## config.mk

```make
export PLATFORM = sky130hd
export DESIGN_NAME = game_round_ctrl
export DESIGN_NICKNAME = d
export VERILOG_FILES = /design/src/rtl/game_round_ctrl.sv
export SDC_FILE = /design/constraint.sdc
export NUM_CORES = 1
export LEC_CHECK = 0
export ABC_AREA = 1
export ABC_CLOCK_PERIOD_IN_PS = 1450
export CAP_MARGIN = 30
export CORE_AREA = 8 8 86 80
export DETAILED_ROUTE_END_ITERATION = 10
export DIE_AREA = 0 0 94 88
export GPL_TIMING_DRIVEN = 1
export PLACE_DENSITY_LB_ADDON = 0.25
export SLEW_MARGIN = 30
export SYNTH_ARGS = -nofsm -noshare
export SYNTH_HDL_FRONTEND = slang
export SYNTH_SLANG_ARGS = --single-unit
```

## constraint.sdc

```tcl
create_clock -name ClockIn -period 1.45 [get_ports ClockIn]
set_input_delay 0.3625 -clock ClockIn [delete_from_list [all_inputs] [get_ports ClockIn]]
set_output_delay 0.3625 -clock ClockIn [all_outputs]
set_load 0.02 [all_outputs]
```

## src/rtl/game_round_ctrl.sv

```systemverilog
// Round sequencer for a timed game: IDLE -> COUNTDOWN -> PLAY -> OVER -> IDLE,
// driven by StartKey/TimeUp rising edges and a divided sequencing tick.
module game_round_ctrl #(
  parameter int unsigned TICK_DIV  = 50000000,
  parameter int unsigned CD_START  = 3,
  parameter int unsigned OVER_HOLD = 5
) (
  input  logic       ClockIn,
  input  logic       Reset,
  input  logic       StartKey,
  input  logic       TimeUp,
  output logic       GameRun,
  output logic       TimerClear,
  output logic [1:0] Countdown,
  output logic [2:0] State,
  output logic       RoundDone,
  output logic [3:0] RoundCount
);

  localparam int TICK_W = 27;
  localparam logic [TICK_W-1:0] TICK_RELOAD = TICK_W'(TICK_DIV - 1);
  localparam logic [1:0]        CD_INIT     = 2'(CD_START);
  localparam logic [3:0]        HOLD_INIT   = 4'(OVER_HOLD);

  typedef enum logic [2:0] {
    S_IDLE      = 3'd0,
    S_COUNTDOWN = 3'd1,
    S_PLAY      = 3'd2,
    S_OVER      = 3'd3
  } state_t;

  state_t              state_q, state_d;
  logic                key_prev_q, tu_prev_q;
  logic                key_edge, tu_edge;
  logic [TICK_W-1:0]   tick_cnt_q, tick_cnt_d;
  logic                in_timed, tick;
  logic [3:0]          hold_q, hold_d;
  logic [1:0]          countdown_q, countdown_d;
  logic                game_run_q, game_run_d;
  logic                timer_clear_q, timer_clear_d;
  logic                round_done_q, round_done_d;
  logic [3:0]          round_count_q, round_count_d;

  assign key_edge = StartKey & ~key_prev_q;
  assign tu_edge  = TimeUp & ~tu_prev_q;

  // The tick divider only runs while a timed state is active.
  assign in_timed = (state_q == S_COUNTDOWN) || (state_q == S_OVER);
  assign tick     = in_timed && (tick_cnt_q == '0);

  always_comb begin
    state_d       = state_q;
    countdown_d   = countdown_q;
    hold_d        = hold_q;
    round_count_d = round_count_q;
    timer_clear_d = 1'b0;
    round_done_d  = 1'b0;

    case (state_q)
      S_IDLE: begin
        countdown_d = 2'd0;
        hold_d      = HOLD_INIT;
        if (key_edge) begin
          state_d       = S_COUNTDOWN;
          countdown_d   = CD_INIT;
          timer_clear_d = 1'b1;
        end
      end
      S_COUNTDOWN: begin
        if (tick) begin
          if (countdown_q <= 2'd1) begin
            state_d     = S_PLAY;
            countdown_d = 2'd0;
          end else begin
            countdown_d = countdown_q - 2'd1;
          end
        end
      end
      S_PLAY: begin
        countdown_d = 2'd0;
        hold_d      = HOLD_INIT;
        // Completion takes priority over an abort arriving in the same cycle.
        if (tu_edge) begin
          state_d      = S_OVER;
          round_done_d = 1'b1;
          if (round_count_q != 4'hF) begin
            round_count_d = round_count_q + 4'd1;
          end
        end else if (key_edge) begin
          state_d = S_IDLE;
        end
      end
      S_OVER: begin
        countdown_d = 2'd0;
        if (tick) begin
          if (hold_q <= 4'd1) begin
            state_d = S_IDLE;
            hold_d  = HOLD_INIT;
          end else begin
            hold_d = hold_q - 4'd1;
          end
        end
      end
      default: begin
        state_d     = S_IDLE;
        countdown_d = 2'd0;
        hold_d      = HOLD_INIT;
      end
    endcase

    game_run_d = (state_d == S_PLAY);

    // Reload on entry to a timed state and whenever the divider is idle.
    if (in_timed && (state_d == state_q)) begin
      tick_cnt_d = tick ? TICK_RELOAD : (tick_cnt_q - 1'b1);
    end else begin
      tick_cnt_d = TICK_RELOAD;
    end
  end

  always_ff @(posedge ClockIn) begin
    if (Reset) begin
      state_q       <= S_IDLE;
      key_prev_q    <= 1'b1;
      tu_prev_q     <= 1'b1;
      tick_cnt_q    <= TICK_RELOAD;
      hold_q        <= HOLD_INIT;
      countdown_q   <= 2'd0;
      game_run_q    <= 1'b0;
      timer_clear_q <= 1'b0;
      round_done_q  <= 1'b0;
      round_count_q <= 4'd0;
    end else begin
      state_q       <= state_d;
      key_prev_q    <= StartKey;
      tu_prev_q     <= TimeUp;
      tick_cnt_q    <= tick_cnt_d;
      hold_q        <= hold_d;
      countdown_q   <= countdown_d;
      game_run_q    <= game_run_d;
      timer_clear_q <= timer_clear_d;
      round_done_q  <= round_done_d;
      round_count_q <= round_count_d;
    end
  end

  assign State      = state_q;
  assign Countdown  = countdown_q;
  assign GameRun    = game_run_q;
  assign TimerClear = timer_clear_q;
  assign RoundDone  = round_done_q;
  assign RoundCount = round_count_q;

endmodule
```

==> impl_metrics.ini <==
[outcome]
status = complete, but fails checks
violations = setup timing

[finish]
final_nets = 441
drive_gt1_frac = 0.460
regArea_um2 = 907
final_cell_count_no_fill = 503
syn_to_final_growth_pct = 57.2
final_core_util = 0.679
fillCellCount = 446
multi_input_area_um2 = 1570
antenna_cells = 0

[synthesis]
yosysTopAreaCellShare = 0.382
synthCells = 317
yosys_warnings = 0
synth_area_per_cell_um2 = 7.45
ys_seq_area_frac = 0.382
synthTopCellsByArea = dfxtp_1 (38%), nand2_1 (8.7%), xor2_1 (7.0%)
synth.distinct_cells = 35
synth-seq-cells = 45
yosysTopAreaCell = dfxtp_1
synth_area_um2 = 2360
syn-num-nets = 326

[clocking]
root_buffer = clkbuf_8
cts_tree = done
clock_latency_ps = 290
numCtsBuffers = 5
clk_pin_slew_ps = 90
ctsHtreeMaxLevel = 2
clock-sinks = 45
clockBufferDepth = 2

[floorplan]
rows = 26
core_area_um2 = 5470
dieArea_um2 = 8270
fp.dieW_um = 94
die_y_um = 88
start_util = 0.432
boundaryPins = 16

[detailed_routing]
routed_wl_um = 6230
antenna_left = 0
routed-via-count = 2366
drc = 0
first_pass_iters = 4
via_per_inst = 4.70
wl_per_cell_um = 12.4
first_iter_violations = 66

[global_route]
grt_pass1_vias = 2251
grt-ovfl-total = 0
grt_start_max_net_pins = 15
antenna_found_initial = 0
globalRouteTotalUtil = 0.152
grt_first_pass_wirelength_um = 10200

[placed_design]
hpwlAfterDp_um = 4420
post-place-ws_ps = -308
io_buffers = 15
post-place-cells = 486
gp_congestion = 0.880

[critical_path]
worst_setup_path_start_kind = flop
cp_max_fo = 4
cp_slowest_stage_delay_ps = 350
cp_data_required_time_ps = 1630
crit_type = reg2reg
cp-end-kind = flop
slowest_stage = dfxtp_2
critical_path.cell_chain = or2_0 -> nor2_4 -> buf_4 -> nand2_1 -> nor2_1 -> buf_4 -> nand3_2 -> xor2_1 -> nand3_2
arrival_ps = 1850

[sta]
post-route-period-util = 1.15
fin_crit_ps = 1670
setup_viol = 35
final_hold_viol_count = 0
max_freq_mhz = 599
worst_slack_ps = -218
hold_slack_ps = 513
rsz0062_at_grt = yes
finalClockSkew_ps = 12.7
drv_slew = 0

[worst_hold_path]
min-delay-path-class = reg2reg

[pwr]
vdd_drop_max_mv = 0.913
power_uw = 2340
p_per_area_nw_per_um2 = 630
leakagePower_uw = 0.00156

[flow_run]
maxCapViolCount = 0
## worst max-delay path: cells and delay by family, from the launching register on
family | cells | cell delay (ps)
and+or+nand+nor | 6 | 740
DFF | 1 | 350
buffers and inverters | 2 | 270
xor gates and xnor gates | 1 | 200
## synth_stat cells (all sizes together)
| cell type | n |
|---|---|
| nor2 | 68 |
| nand2 | 60 |
| dfxtp | 45 |
| inv | 37 |
| nand3 | 30 |
| xor2 | 19 |
| nor3 | 9 |
| o21ai | 8 |
| xnor2 | 7 |
| a21oi | 5 |
| ha | 5 |
| nand3b | 5 |
| buf | 3 |
| and3 | 2 |
| nand4 | 2 |
| o211ai | 2 |
| o31ai | 2 |
| or2 | 2 |
| a31oi | 1 |
| clkbuf | 1 |
| conb | 1 |
| nor3b | 1 |
| nor4 | 1 |
| o21bai | 1 |
## final cells by class
cell class | instances | share of cell area
multi-input combinational | 232 | 0.423
sequential | 45 | 0.244
timing repair buffer | 111 | 0.240
inverter | 37 | 0.0374
tap | 70 | 0.0236
clock buffer | 7 | 0.0233
clock inverter | 1 | 0.00809
## per-stage QoR
stage               cell area [um2]  setup TNS (ps)
floorplan                      2380            -533
global placement               3270           -8040
detailed placement             3270           -9080
CTS                            3550           -5430
global route                   3710           -8490
finish                         3710           -5560
## cell usage in the layout (no fill, tap or decap), drive strengths merged, types with 7 or more instances in the layout
cell type	synthesis	final
buf	3	96
nor2	68	68
nand2	60	61
dfxtp	45	45
inv	37	37
nand3	30	30
xor2	19	19
nor3	9	9
clkbuf	1	9
dlygate4sd2	0	8
o21ai	8	8
xnor2	7	7
## path summary, 6_finish.rpt
path                            slack, ps  cells past startpoint                     start                        end
worst max-delay path                 -220                      9  tick_cnt_q[3]$_SDFF_PP1_  tick_cnt_q[25]$_SDFF_PP1_
worst min-delay path                  510                      2    hold_q[3]$_SDFFE_PP0P_     hold_q[3]$_SDFFE_PP0P_
worst min register to register        510                      2    hold_q[3]$_SDFFE_PP0P_     hold_q[3]$_SDFFE_PP0P_
worst max register to register       -220                      9  tick_cnt_q[3]$_SDFF_PP1_  tick_cnt_q[25]$_SDFF_PP1_
## kinds of logic (layout without fill, tap and decap cells)
| family | Yosys count | in the layout | share of synthesized area |
|---|---|---|---|
| compound gates | 19 | 19 | 0.0525 |
| xor+xnor | 26 | 26 | 0.0965 |
| fa+ha+maj | 5 | 5 | 0.0265 |
| buf+inv | 41 | 156 | 0.0705 |
| flops | 45 | 45 | 0.382 |
| other cells | 1 | 1 | 0.00159 |
| simple gates | 180 | 181 | 0.371 |
## timing repair
item | 4_1_cts | 5_1_grt
pin swaps | 6 | 14
hold buffers | 0 | 0
setup buffers | 5 | 3
setup endpoints to repair | 46 | 44
cloned | 1 | 0
gates resized for setup | 46 | 41
## where the power goes
| group | leakage [uW] | internal, uW | switching, uW | total, uW |
|---|---|---|---|---|
| registers | 0.000363 | 1240 | 6.41 | 1250 |
| clock network | 0.0000585 | 563 | 426 | 988 |
| logic | 0.00114 | 44.9 | 55.5 | 100 |
## layer usage
| metal | global-route usage | part of all wire | vias to the layer above |
|---|---|---|---|
| li1 | - | - | 1230 |
| met1 | 0.191 | 0.46 | 1095 |
| met2 | 0.255 | 0.49 | 31 |
| met3 | 0.0283 | 0.032 | 10 |
| met4 | 0.0475 | 0.021 | 0 |
| met5 | 0 | 0 | - |
## sequential cells by signal (all words and copies together) (netlist names)
name	flops
Countdown	2
GameRun	1
RoundCount	4
RoundDone	1
State	3
TimerClear	1
hold_q	4
key_prev_q	1
tick_cnt_q	27
tu_prev_q	1
No activity file was read; power rests on OpenSTA's default activity.
